--- src/rtl/game_pkg.sv ---
// Shared game-level types: object identifiers and object bitmap geometry.
package game_pkg;

    localparam int MAP_H_WIDTH = 5;
    localparam int MAP_V_WIDTH = 5;

    typedef enum logic [2:0] {
        OBJECT_MAP  = 3'd0,
        OBJECT_CAR1 = 3'd1,
        OBJECT_CAR2 = 3'd2,
        OBJECT_CAR3 = 3'd3,
        OBJECT_CAR4 = 3'd4
    } ObjectID;

endpackage

--- src/rtl/sram_pkg.sv ---
// SRAM word layout and read-path timing shared by the address encoder and pixel decoder.
package sram_pkg;

    localparam int SRAM_DATA_W        = 16;
    localparam int PIXELS_PER_WORD    = 4;
    localparam int PIXEL_W            = 4;
    localparam int PIXEL_SUB_W        = 2;
    localparam int TRANSPARENT_IDX    = 0;
    localparam int SRAM_READ_PIPE_LAT = 2;

    typedef struct packed {
        game_pkg::ObjectID        id;
        logic [PIXEL_SUB_W-1:0]   sub;
    } PixelTag;

endpackage

--- src/rtl/pixel_fifo.sv ---
// Generic first-word fall-through FIFO with occupancy count.
// Latency: a push is visible at the head the cycle after it is written (no bypass).
// Backpressure: pushes when full are dropped and flagged by assertion; pops when empty are ignored.
module pixel_fifo #(
    parameter int W     = 8,
    parameter int DEPTH = 4
) (
    input  logic                     i_clk,
    input  logic                     i_rst,
    input  logic                     push,
    input  logic [W-1:0]             push_dat,
    input  logic                     pop,
    output logic [W-1:0]             head_dat,
    output logic [$clog2(DEPTH):0]   count,
    output logic                     empty
);
    localparam int AW = $clog2(DEPTH);

    logic [W-1:0]  mem [DEPTH];
    logic [AW-1:0] wr_ptr;
    logic [AW-1:0] rd_ptr;
    logic          full;
    logic          do_push;
    logic          do_pop;

    assign full     = (count == (AW+1)'(DEPTH));
    assign empty    = (count == '0);
    assign do_push  = push && !full;
    assign do_pop   = pop && !empty;
    assign head_dat = mem[rd_ptr];

    // Storage is reset so the head reads as all-zero while the block is held in reset.
    always_ff @(posedge i_clk or posedge i_rst) begin
        if (i_rst) begin
            wr_ptr <= '0;
            rd_ptr <= '0;
            count  <= '0;
            for (int i = 0; i < DEPTH; i++) mem[i] <= '0;
        end else begin
            if (do_push) begin
                mem[wr_ptr] <= push_dat;
                wr_ptr      <= wr_ptr + 1'b1;
            end
            if (do_pop) rd_ptr <= rd_ptr + 1'b1;
            case ({do_push, do_pop})
                2'b10:   count <= count + 1'b1;
                2'b01:   count <= count - 1'b1;
                default: count <= count;
            endcase
        end
    end

    push_not_full: assert property (@(posedge i_clk) disable iff (i_rst) !(push && full));

endmodule

--- src/rtl/sram_pixel_decoder.sv ---
// Tracks pixel requests through the SRAM read latency and extracts the addressed palette nibble.
// Latency: PIPE_LAT+1 cycles from accept to o_pix_valid with an empty FIFO; 1 pixel/cycle throughput.
// Backpressure: credit-based; o_req_ready drops once inflight tags plus FIFO entries reach FIFO_DEPTH.
module sram_pixel_decoder #(
    parameter int PIPE_LAT        = sram_pkg::SRAM_READ_PIPE_LAT,
    parameter int FIFO_DEPTH      = 4,
    parameter int DATA_W          = sram_pkg::SRAM_DATA_W,
    parameter int PIX_W           = sram_pkg::PIXEL_W,
    parameter int TRANSPARENT_IDX = sram_pkg::TRANSPARENT_IDX
) (
    input  logic                                                  i_clk,
    input  logic                                                  i_rst,
    input  logic                                                  i_req_valid,
    output logic                                                  o_req_ready,
    input  game_pkg::ObjectID                                     i_req_object_id,
    input  logic [game_pkg::MAP_H_WIDTH+game_pkg::MAP_V_WIDTH-1:0] i_req_pixel_index,
    input  logic [DATA_W-1:0]                                     i_sram_rdata,
    output logic                                                  o_pix_valid,
    input  logic                                                  i_pix_ready,
    output logic [PIX_W-1:0]                                      o_pix_index,
    output logic                                                  o_pix_transparent,
    output game_pkg::ObjectID                                     o_pix_object_id
);
    import game_pkg::*;
    import sram_pkg::*;

    localparam int IDX_W = MAP_H_WIDTH + MAP_V_WIDTH;
    localparam int CNT_W = $clog2(FIFO_DEPTH) + 1;

    typedef struct packed {
        logic [PIX_W-1:0] index;
        logic             transparent;
        ObjectID          id;
    } pix_entry_t;

    logic [PIPE_LAT-1:0] tag_vld;
    PixelTag             tag_q [PIPE_LAT];
    logic [CNT_W-1:0]    inflight;
    logic [CNT_W-1:0]    occ;
    logic [CNT_W:0]      credit_used;
    logic                accept;
    logic                capture;
    logic                pop;
    logic                fifo_empty;
    PixelTag             cap_tag;
    logic [PIX_W-1:0]    cap_pix;
    pix_entry_t          push_entry;
    pix_entry_t          head;
    logic                unused_idx_bits;

    assign credit_used = {1'b0, inflight} + {1'b0, occ};
    assign o_req_ready = !i_rst && (credit_used < (CNT_W+1)'(FIFO_DEPTH));
    assign accept      = i_req_valid && o_req_ready;

    // Only the sub-word select matters here; the word address came from the encoder.
    assign unused_idx_bits = ^i_req_pixel_index[IDX_W-1:PIXEL_SUB_W];

    always_ff @(posedge i_clk or posedge i_rst) begin
        if (i_rst) begin
            tag_vld <= '0;
            for (int i = 0; i < PIPE_LAT; i++) tag_q[i] <= '0;
        end else begin
            tag_vld[0] <= accept;
            tag_q[0]   <= '{id: i_req_object_id, sub: i_req_pixel_index[PIXEL_SUB_W-1:0]};
            for (int i = 1; i < PIPE_LAT; i++) begin
                tag_vld[i] <= tag_vld[i-1];
                tag_q[i]   <= tag_q[i-1];
            end
        end
    end

    assign capture = tag_vld[PIPE_LAT-1];
    assign cap_tag = tag_q[PIPE_LAT-1];
    assign cap_pix = i_sram_rdata[int'(cap_tag.sub)*PIX_W +: PIX_W];

    assign push_entry = '{
        index:       cap_pix,
        transparent: (cap_pix == PIX_W'(TRANSPARENT_IDX)),
        id:          cap_tag.id
    };

    always_ff @(posedge i_clk or posedge i_rst) begin
        if (i_rst) begin
            inflight <= '0;
        end else begin
            case ({accept, capture})
                2'b10:   inflight <= inflight + 1'b1;
                2'b01:   inflight <= inflight - 1'b1;
                default: inflight <= inflight;
            endcase
        end
    end

    pixel_fifo #(
        .W     ($bits(pix_entry_t)),
        .DEPTH (FIFO_DEPTH)
    ) u_fifo (
        .i_clk    (i_clk),
        .i_rst    (i_rst),
        .push     (capture),
        .push_dat (push_entry),
        .pop      (pop),
        .head_dat (head),
        .count    (occ),
        .empty    (fifo_empty)
    );

    assign o_pix_valid       = !fifo_empty;
    assign pop               = o_pix_valid && i_pix_ready;
    assign o_pix_index       = head.index;
    assign o_pix_transparent = head.transparent;
    assign o_pix_object_id   = head.id;

endmodule

--- config.mk ---
export PLATFORM = sky130hd
export DESIGN_NAME = sram_pixel_decoder
export DESIGN_NICKNAME = d
export VERILOG_FILES = /design/src/rtl/game_pkg.sv /design/src/rtl/sram_pkg.sv /design/src/rtl/pixel_fifo.sv /design/src/rtl/sram_pixel_decoder.sv
export SDC_FILE = /design/constraint.sdc
export NUM_CORES = 1
export LEC_CHECK = 0
export ABC_AREA = 1
export CAP_MARGIN = 20
export CORE_MARGIN = 2
export CORE_UTILIZATION = 47
export CTS_CLUSTER_SIZE = 25
export DETAILED_ROUTE_END_ITERATION = 8
export PLACE_DENSITY = 0.73
export SLEW_MARGIN = 25
export SYNTH_ARGS = -nofsm -noshare
export SYNTH_HDL_FRONTEND = slang
export SYNTH_SLANG_ARGS = --single-unit
--- constraint.sdc ---
create_clock -name i_clk -period 2.1 [get_ports i_clk]
set_clock_uncertainty 0.1 [all_clocks]
set_input_delay 0.21 -clock i_clk [delete_from_list [all_inputs] [get_ports i_clk]]
set_output_delay 0.21 -clock i_clk [all_outputs]
set_load 0.1 [all_outputs]
Word-level counts from Yosys, hierarchy flattened
Index checks and enable logic that the tools add are counted.
- add/subtract/negate cells: 7
- magnitude comparators: 4
- equality and inequality tests: 5
- shifts and indexed selects: 1
- muxes and demuxes: 8
- bitwise gates (word level): 2
- reduce and logical (&&, ||, !) cells: 13
- operator list (cell ; number):
    $bwmux W32 ; 1
    $mux W8 ; 3
    $bmux W8 S2 ; 1
    $demux W8 S2 ; 1
    $shiftx A16 B5 Y4 ; 1
    $pmux W3 S2 ; 2
    $add A3 B1 Y3 const B ; 2
    $ge A3 B3 Y1 const B ; 2
    $logic_and A1 B1 Y1 ; 6
    $not A2 Y3 ; 2
    $sub A3 B1 Y3 const B ; 2
    $add A2 B1 Y2 const B ; 2
    $add A3 B3 Y4 ; 1
    $eq A2 B1 Y1 const B ; 2
    $eq A2 B2 Y1 const B ; 2
    $logic_not A4 Y1 ; 1
    $lt A4 B3 Y1 const B ; 1
    $reduce_bool A2 Y1 ; 2
    $eq A3 B3 Y1 const B ; 1
    $logic_not A1 Y1 ; 3
    $logic_not A3 Y1 ; 1
    $lt A3 B1 Y1 const B ; 1
- bits in registers: 54
- input port bits: 33
- output and inout port bits: 10
- logic and storage cells: 53

Logic depth before layout (Yosys ltp)
- depth after elaboration: 6
- mapped depth: 11
- mapped depth without buffers: 11

Hierarchy
From an unflattened synthesis, not the netlist that was laid out.
- cells, all modules: 331
- area total of the unflattened synthesis: 2766.4 um^2
- by module, submodules not included (module ; instances ; cells an instance ; area each (um^2) ; sequential area each (um^2)):
    pixel_fifo ; 1 ; 251 ; 2058.2 ; 975.9
    sram_pixel_decoder ; 1 ; 80 ; 708.2 ; 375.4

Least setup slack after synthesis
No wires, ideal clock.
- path kind: reg2reg
- from: register inflight[2]
- to: register inflight[1]
- setup time: 83 ps
- arrival time: 3453 ps
- required time: 1917 ps
- slack: -1536 ps
- cell stages (with the launch flop): 10
- buffers on the path: 0
- cell sequence: dfrtp_1 > ha_1 > nor2_1 > nand2_1 > a31oi_1 > nand2_1 > ha_1 > inv_1 > fa_1 > o21ai_0
- cells in the longest elaborated chain, start to end: 6
- elaborated cells on any way between the ends: 8
- classes of those cells: add/sub: 1; order compare: 1; eq/ne: 2; mux: 1; reduce/logical: 3
- RTL lines (what ; line ; text):
    from (decl) ; sram_pixel_decoder.sv:38 ; logic [CNT_W-1:0] inflight;
    from (signal assigned) ; sram_pixel_decoder.sv:87 ; 2'b10: inflight <= inflight + 1'b1;
    from (signal assigned) ; sram_pixel_decoder.sv:88 ; 2'b01: inflight <= inflight - 1'b1;
    from (signal assigned) ; sram_pixel_decoder.sv:89 ; default: inflight <= inflight;
    $add A3 B3 Y4 (*) ; sram_pixel_decoder.sv:51 ; assign credit_used = {1'b0, inflight} + {1'b0, occ};
    $lt A4 B3 Y1 (*) ; sram_pixel_decoder.sv:52 ; assign o_req_ready = !i_rst && (credit_used < (CNT_W+1)'(FIFO_DEPTH));
    $logic_and A1 B1 Y1 (*) ; sram_pixel_decoder.sv:52 ;
    via o_req_ready ; sram_pixel_decoder.sv:14 ; output logic o_req_ready,
    $logic_and A1 B1 Y1 (*) ; sram_pixel_decoder.sv:53 ; assign accept = i_req_valid && o_req_ready;
    $eq A2 B1 Y1 / $eq A2 B2 Y1 (equally long branches) ; sram_pixel_decoder.sv:86 ; case ({accept, capture})
    $pmux W3 S2 / $reduce_bool A2 Y1 (equally long branches) ; - ;
The timed path passes the listed nets; every way through them passes the cells marked *.
A chain may end at the register's enable or synchronous reset.

Worst setup path in the final report
- from: register inflight[2]
- to: register inflight[1]
- cells in the longest elaborated chain, start to end: 6
- elaborated cells on any way between the ends: 8
- classes of those cells: add/sub: 1; order compare: 1; eq/ne: 2; mux: 1; reduce/logical: 3
- RTL lines (what ; line):
    $add A3 B3 Y4 (*) ; sram_pixel_decoder.sv:51
    $lt A4 B3 Y1 (*) ; sram_pixel_decoder.sv:52
    $logic_and A1 B1 Y1 (*) ; sram_pixel_decoder.sv:52
    $logic_and A1 B1 Y1 (*) ; sram_pixel_decoder.sv:53
    $eq A2 B1 Y1 / $eq A2 B2 Y1 (equally long branches) ; sram_pixel_decoder.sv:86
    $pmux W3 S2 / $reduce_bool A2 Y1 (equally long branches) ; -
Every way passes the cells marked *; elsewhere a longest branch is shown, timed or not.

==> results.yml <==
setup_path:
  critical-path-slowest-cell: "fa_2"
  critical_path_buf_inv_count: 1
  required_ps: 2240
  crit_arrival_ps: 2200
  max_stage_delay_ps: 420
  critPathTopFamily: "adder cells"
  startpoint_type: "register"
  crit_path_max_fanout: 3
  crit_chain: "ha_1 > nor2_1 > nand2_1 > a31oi_4 > nand2_2 > ha_4 > inv_4 > fa_2 > o21ai_1"
  end_kind: "register"
  critical_path_class: "reg -> reg"
clock_tree:
  cts-root-buf: "clkbuf_8"
  clk_latency_ps: 300
  clk_pin_slew_ps: 100
  cts.sink_count: 54
  cts_tree: "built"
  cts_made_buffers: 5
  cts_buffer_depth: 2
  ctsHtreeMaxLevel: 2
  cts_hold_buf: 0
sta:
  max_freq_mhz: 485
  rsz0062_at_grt: "yes"
  min_period_ps: 2060
  setup_ws_ps: 36.1
  slew_violations: 0
  worstMarginPinSlew_ps: 491
  max_slew_margin_pct: 67.2
  hold_viol: 0
  setup_viol: 0
  setup_tns_ps: 0
  hold_ws_ps: 136
  period_share_pct: 98.3
detailed_routing:
  route.detailed.drc: 0
  wl_um: 5000
  drt_iter0_markers: 147
  antenna_left: 0
  vias_per_cell: 5.00
  dr.pass1.iters: 4
  vias: 1930
  avgRoutedWirePerCell_um: 12.9
synth:
  synth_area_um2: 2540
  ys_warn_count: 0
  syn_area_per_cell_um2: 9.26
  synth_cell_type_count: 24
  yosysSeqAreaShare_pct: 53.3
  syn_inst: 274
  synth-seq-cells: 54
  syn_nets: 317
global_route:
  grt_pass1_vias: 1939
  grt_max_degree: 28
  antenna_found_initial: 0
  grt_pass1_wl_um: 8840
  track_usage_pct: 18.5
  overflow: 0
floorplan:
  core_um2: 5170
  chipWidth_um: 77.5
  start_util_pct: 49.1
  die_y_um: 77.5
  die-area_um2: 6000
  rows: 26
  ios: 43
cells_and_area:
  nets: 358
  synthToLayoutAreaGrowth_pct: 30.0
  diodes: 0
  drive_gt1_share_pct: 21.8
place:
  gp_congestion: 0.827
  dp.final_hpwl_um: 3600
  port_buffers: 34
  pre_cts_ws_ps: -10.1
hold_path:
  hold_class: "in -> async"
job:
  max_cap_violations: 0
power:
  power_w: 0.00611
  p_leak_nw: 1.60
  ir_worst_vdd_v: 0.00109
  powerDensity_nw_per_um2: 1850
run_status:
  outcome: "finished, final reports clean"
==> cell usage after synthesis <==
master	instances	area [µm²]
buf_6	5	56.3
nor2_4	1	11.3
nand2_4	2	22.5
inv_1	17	63.8
nand2_2	11	68.8
a21oi_1	2	10.0
a31oi_1	1	6.26
buf_2	3	15.0
xnor2_1	3	26.3
o21ai_2	4	35.0
inv_4	2	12.5
dfrtp_1	54	1350
ha_1	8	100
xor2_1	4	35.0
nand3_1	5	25.0
nand2_1	84	315
o21ai_1	12	60.1
fa_1	2	40.0
o21ai_0	21	105
inv_2	1	3.75
o22ai_1	8	50.1
nand3_2	5	50.1
and2_1	1	6.26
nor2_1	18	67.6
==> layout by cell type (no fill, tap or decap) <==
cell type and instances:
o21ai_1 16, clkbuf_8 6, o21ai_2 4, o21ai_0 17, nand2_4 2, buf_12 10, ha_4 1, buf_4 8
xor2_1 4, nand2_2 12, and2_4 1, nand2_1 83, nand3_2 5, nor2_4 1, inv_1 15, bufinv_16 2
a21oi_1 2, clkdlybuf4s50_1 24, nand3_4 1, inv_4 3, nand3_1 4, inv_2 2, dfrtp_1 54, xnor2_1 3
fa_2 2, ha_1 7, nor2_1 18, a31oi_4 1, o22ai_2 8
==> stage by stage <==
step	utilization (%)	cell area (µm²)	cells
floorplan	-	2640	274
global placement	60.5	3130	375
detailed placement	60.5	3130	375
CTS	63.4	3280	384
global route	63.8	3300	386
finish	63.8	3300	386
==> worst reg2reg max path: stages (launching register included) <==
cell,delay (ps)
dfrtp_1,400
ha_1,290
nor2_1,100
nand2_1,90
a31oi_4,160
nand2_2,90
ha_4,170
inv_4,50
fa_2,420
o21ai_1,110
==> layer usage <==
metal | GRT usage, % | part of all wire, % | up-vias
met4 | 5.71 | 1.1 | 0
met1 | 23.8 | 44 | 926
li1 | - | - | 956
met2 | 31.5 | 50 | 43
met3 | 3.84 | 4.6 | 5
met5 | 0 | 0 | -
==> flip-flops by register name, indices dropped and copies added, names as in the netlist <==
| name | cells |
|---|---|
| cap_tag | 5 |
| inflight | 3 |
| tag_q | 5 |
| tag_vld | 2 |
| u_fifo.count | 3 |
| u_fifo.mem | 32 |
| u_fifo.rd_ptr | 2 |
| u_fifo.wr_ptr | 2 |
==> area by class of cell <==
cell class | instances | area [µm²]
Fill cell | 423 | 1870
Sequential cell | 54 | 1350
Multi-Input combinational cell | 192 | 1130
Timing Repair Buffer | 42 | 500
Tap cell | 70 | 87.6
Clock buffer | 6 | 82.6
Inverter | 20 | 82.6
Clock inverter | 2 | 60.1
==> where the power goes <==
| part | internal [W] | total, W | switching, W | leakage, nW |
|---|---|---|---|---|
| sequential | 0.00144 | 0.00170 | 0.000265 | 0.647 |
| combinational | 0.00130 | 0.00356 | 0.00226 | 0.881 |
| clock | 0.000508 | 0.000841 | 0.000333 | 0.0714 |
==> logic make-up after synthesis <==
kind of cell	after synthesis	share of synthesized area [%]
AND/OR/NAND/NOR	127	22.3
flip-flops	54	53.3
AO/OA/AOI/OAI	48	10.5
buffers and inverters	28	5.97
adder cells (fa/ha/maj)	10	5.52
XOR/XNOR	7	2.42
==> path summary, 6_finish.rpt <==
kind,from,to,slack (ps),depth (start not counted)
max,inflight[2],inflight[1],40,9
min,i_rst,u_fifo.count[2],140,2
max reg2reg,inflight[2],inflight[1],40,9
min reg2reg,tag_q[8],cap_tag[3],260,0
max in group asynchronous,i_rst,u_fifo.mem[24],1270,3
min in group i_clk,i_req_object_id[0],tag_q[7],240,1
==> timing repair <==
action                                  4_1_cts  5_1_grt
gates cloned                                  0        0
endpoints found under the hold margin         0        0
pin swaps                                     0        1
endpoints found under the setup margin        1        3
setup buffers                                 1        2
gates resized for setup                       0        4
Power figures use the tool's default switching activity.
==> patch 1, RTL diff (config.mk and constraints unchanged) <==
Set the package constant `PIXEL_W` to 6 (it was 4).
--- a/src/rtl/sram_pkg.sv
+++ b/src/rtl/sram_pkg.sv
@@ -5,3 +5,3 @@
     localparam int PIXELS_PER_WORD    = 4;
-    localparam int PIXEL_W            = 4;
+    localparam int PIXEL_W            = 6;
     localparam int PIXEL_SUB_W        = 2;
Ports: changed (resized o_pix_index); port bits go from 43 to 45. The function was not compared with the original's and may differ.
==> patch 1 against the original RTL <==
Sequential cell count up 8; synthesized cell count grew 22%; hold slack worse by 0.0022 ns; routed wire length rose by 26%; setup slack better by 0.011 ns; area after synthesis increased by 18%; cell area up 21%; critical endpoint unchanged; highest routed layer unchanged.
Power is left out: the tool's default activity adds up to more than one toggle a clock period on the data nets, which glitch-free logic cannot reach.
==> patch 1: results <==
group,metric,value,unit
status,outcome,"completed",
sta,maxSlewHeadroom,0.7636,
route,post_drt_wl_per_cell,13.34,um
yosys,synth_common_cells,"nand2_1 (121), dfrtp_1 (62), o21ai_0 (25)",
cts,cts_resized,1,
final_layout,fin_nets,433,
critical_path,arrival,2.22,ns
placed_design,dpl_worst_slack,-0.04622,ns
final_layout,seq_area,1551,um^2
final_layout,n_all_buffers,54,
global_route,grtUsageMet2,0.3513,
placed_design,port_buffers,36,
final_layout,n_all_inverters,30,
final_layout,non_clock_buffer_area_share,0.1605,
final_layout,clock_buffer_count,10,
route,dr_total_vias,2358,
cts,clkSlewWorstSetupHoldPaths,0.07,ns
final_layout,multiInputGateArea,1388,um^2
yosys,synth-xor-area-share,0.02044,
placed_design,place.gp.congestion,0.7440,
global_route,grt_pass1_wl,11.07,mm
final_layout,clockNetworkAreaShare,0.04765,
yosys,synth-adder-area-share,0.04673,
final_layout,n_fill_cell,520,
global_route,grt_pass1_vias,2464,
global_route,grt_max_degree,37,
yosys,synth.area.top_cells,"dfrtp_1 (52%), nand2_1 (15%), o21ai_0 (4.2%)",
final_layout,multiInputCombCellCount,233,
placed_design,hpwl,4.220,mm
global_route,grt_util_all_layers,0.2003,
yosys,synth_compound_area_frac,0.09595,
[patch 1: through the flow]
step                        util  area (um^2)  instances  hold slack, ns
after CTS                 0.6275         3939        468          0.1205
after global placement    0.5948         3734        450          0.2316
final                     0.6358         3991        472          0.1340
after global routing      0.6358         3991        472          0.1578
after floorplan                -         3109        335          0.1414
after detailed placement  0.5948         3734        450          0.2364
[patch 1: worst max path at each step]
stage | startpoint | end | slack, ns | depth (start not counted)
after floorplan | u_fifo.count[2] | inflight[1] | -0.44 | 9
after global placement | i_rst | inflight[2] | -0.002 | 11
after detailed placement | i_rst | inflight[2] | -0.05 | 11
after CTS | u_fifo.count[2] | inflight[2] | 0.02 | 11
after global routing | inflight[2] | inflight[1] | -0.05 | 9
final | inflight[2] | inflight[1] | 0.05 | 9
[patch 1: metal layers]
layer	routed length [um]	vias up
met1	2722	1140
li1	-	1175
met5	0	-
met4	85	0
met2	3275	36
met3	212	7
==> patch 2, RTL diff (same flow settings) <==
Made on the original files. Reset style: synchronous (`i_rst`), changed in 3 clocked blocks.
--- a/src/rtl/pixel_fifo.sv
+++ b/src/rtl/pixel_fifo.sv
@@ -32,3 +32,3 @@
     // Storage is reset so the head reads as all-zero while the block is held in reset.
-    always_ff @(posedge i_clk or posedge i_rst) begin
+    always_ff @(posedge i_clk) begin
         if (i_rst) begin
--- a/src/rtl/sram_pixel_decoder.sv
+++ b/src/rtl/sram_pixel_decoder.sv
@@ -57,3 +57,3 @@
 
-    always_ff @(posedge i_clk or posedge i_rst) begin
+    always_ff @(posedge i_clk) begin
         if (i_rst) begin
@@ -81,3 +81,3 @@
 
-    always_ff @(posedge i_clk or posedge i_rst) begin
+    always_ff @(posedge i_clk) begin
         if (i_rst) begin
Behaviour: differs if i_rst is asserted again (counterexample within 4 cycles, from zero or initial values and one cycle with i_rst high); with i_rst held inactive, the same outputs for 10 cycles.
==> patch 2 against the original RTL <==
Setup slack better by 0.028 ns; area after synthesis down 0.89%; sequential cell count up 2; routed wire length down 0.52%; cell area up 0.15%; critical path type unchanged.
Power is not compared: it rests on default switching activity, and its combinational part moved more than twofold at a synthesized area within 25%.
==> patch 2: results <==
group,metric,value,unit
status,outcome,"completed",
final_layout,clockNetworkAreaShare,0.02726,
global_route,grt_use_met3,0.04235,
global_route,grtUsageMet1,0.2158,
yosys,synth-adder-area-share,0.03582,
route,post_drt_wl_per_cell,12.65,um
final_layout,clock_buffer_count,5,
route,vias_per_cell,4.845,
route,m1WireLength,2.022,mm
final_layout,fin_nets,361,
final_layout,sh_seq_area,0.4388,
final_layout,n_fill_cell,454,
yosys,synth-xor-area-share,0,
placed_design,place_area,3172,um^2
yosys,netlist_instances,275,
global_route,grtUsageMet2,0.3296,
critical_path,crit_end,"inflight[1]",
final_layout,non_clock_buffer_area_share,0.1545,
route,wl_met3,199,um
global_route,grt_pass1_vias,1913,
yosys,synth-edff-count,32,
final_layout,syn_to_final_growth,31.39,%
yosys,synth_compound_area_frac,0.09005,
yosys,async_flop_share,0,
yosys,synth_common_cells,"nor2_1 (69), inv_1 (34), edfxtp_1 (32)",
final_layout,multiInputCombCellCount,175,
global_route,grt_max_degree,19,
power,total_power,2.829,mW
yosys,postSynthNetCount,314,
yosys,synthDistinctLibCells,26,
final_layout,final_cells,393,
placed_design,dp.cells,383,
sta,fmax,0.4911,GHz
critical_path,critPathSlowestCell,"fa_2",
placed_design,dpl_worst_slack,-0.03118,ns
yosys,synth.area.top_cells,"edfxtp_1 (38%), dfxtp_1 (19%), nor2_1 (10%)",
sta,worst_hold_slack,0.3062,ns
placed_design,hpwl,3.708,mm
cts,cts.sinks,56,
hold_path,min_path_cells,2,
final_layout,n_all_buffers,45,
route,drt_iter0_drc,123,
global_route,grt_util_all_layers,0.1853,
final_layout,multi_input_area_share,0.3056,
final_layout,final_layout_size_suffix_gt1_frac,0.2446,
sta,tightest_slew,0.4683,ns
critical_path,worst_r2r_path_depth,11,
yosys,ys_seq_area_frac,0.5731,
final_layout,multiInputGateArea,1010,um^2
final_layout,n_antenna_cell,0,
critical_path,rr_endpoint,"inflight[1]",
critical_path,cp.depth,11,
critical_path,arrival,2.18,ns
final_layout,n_all_inverters,39,
placed_design,place.gp.congestion,0.7955,
critical_path,timing.rr.start,"u_fifo.count[2]",
critical_path,r2r_slack,0.06,ns
hold_path,hp-start,"tag_q[0][4]",
yosys,synthMuxAreaShare,0,
hold_path,hold_class,"reg2reg",
[patch 2: cell types whose count changed in the layout (fill, tap and decap cells not counted), sizes merged, moves of 6 or more]
| cell | unedited run | this run |
|---|---|---|
| nand2 | 97 | 41 |
| dfrtp | 54 | 0 |
| nor2 | 19 | 73 |
| edfxtp | 0 | 32 |
| dfxtp | 0 | 24 |
| inv | 20 | 40 |
| o21ai | 37 | 26 |
| a21oi | 2 | 8 |
[patch 2: worst register-to-register path, stage by stage, from the launching register on]
cell and delay (ns):
dfxtp_4 0.37, ha_4 0.22, nor2_4 0.07, nand2_2 0.06, a31oi_4 0.15, nand2_2 0.09, ha_4 0.17, inv_4 0.06
fa_2 0.42, nor2_1 0.11, a21oi_1 0.04, nor2_1 0.11
[patch 2: what timing repair did]
action,4_1_cts,5_1_grt
endpoints found under the setup margin,0,3
buffers inserted,0,2
resized for setup,0,12
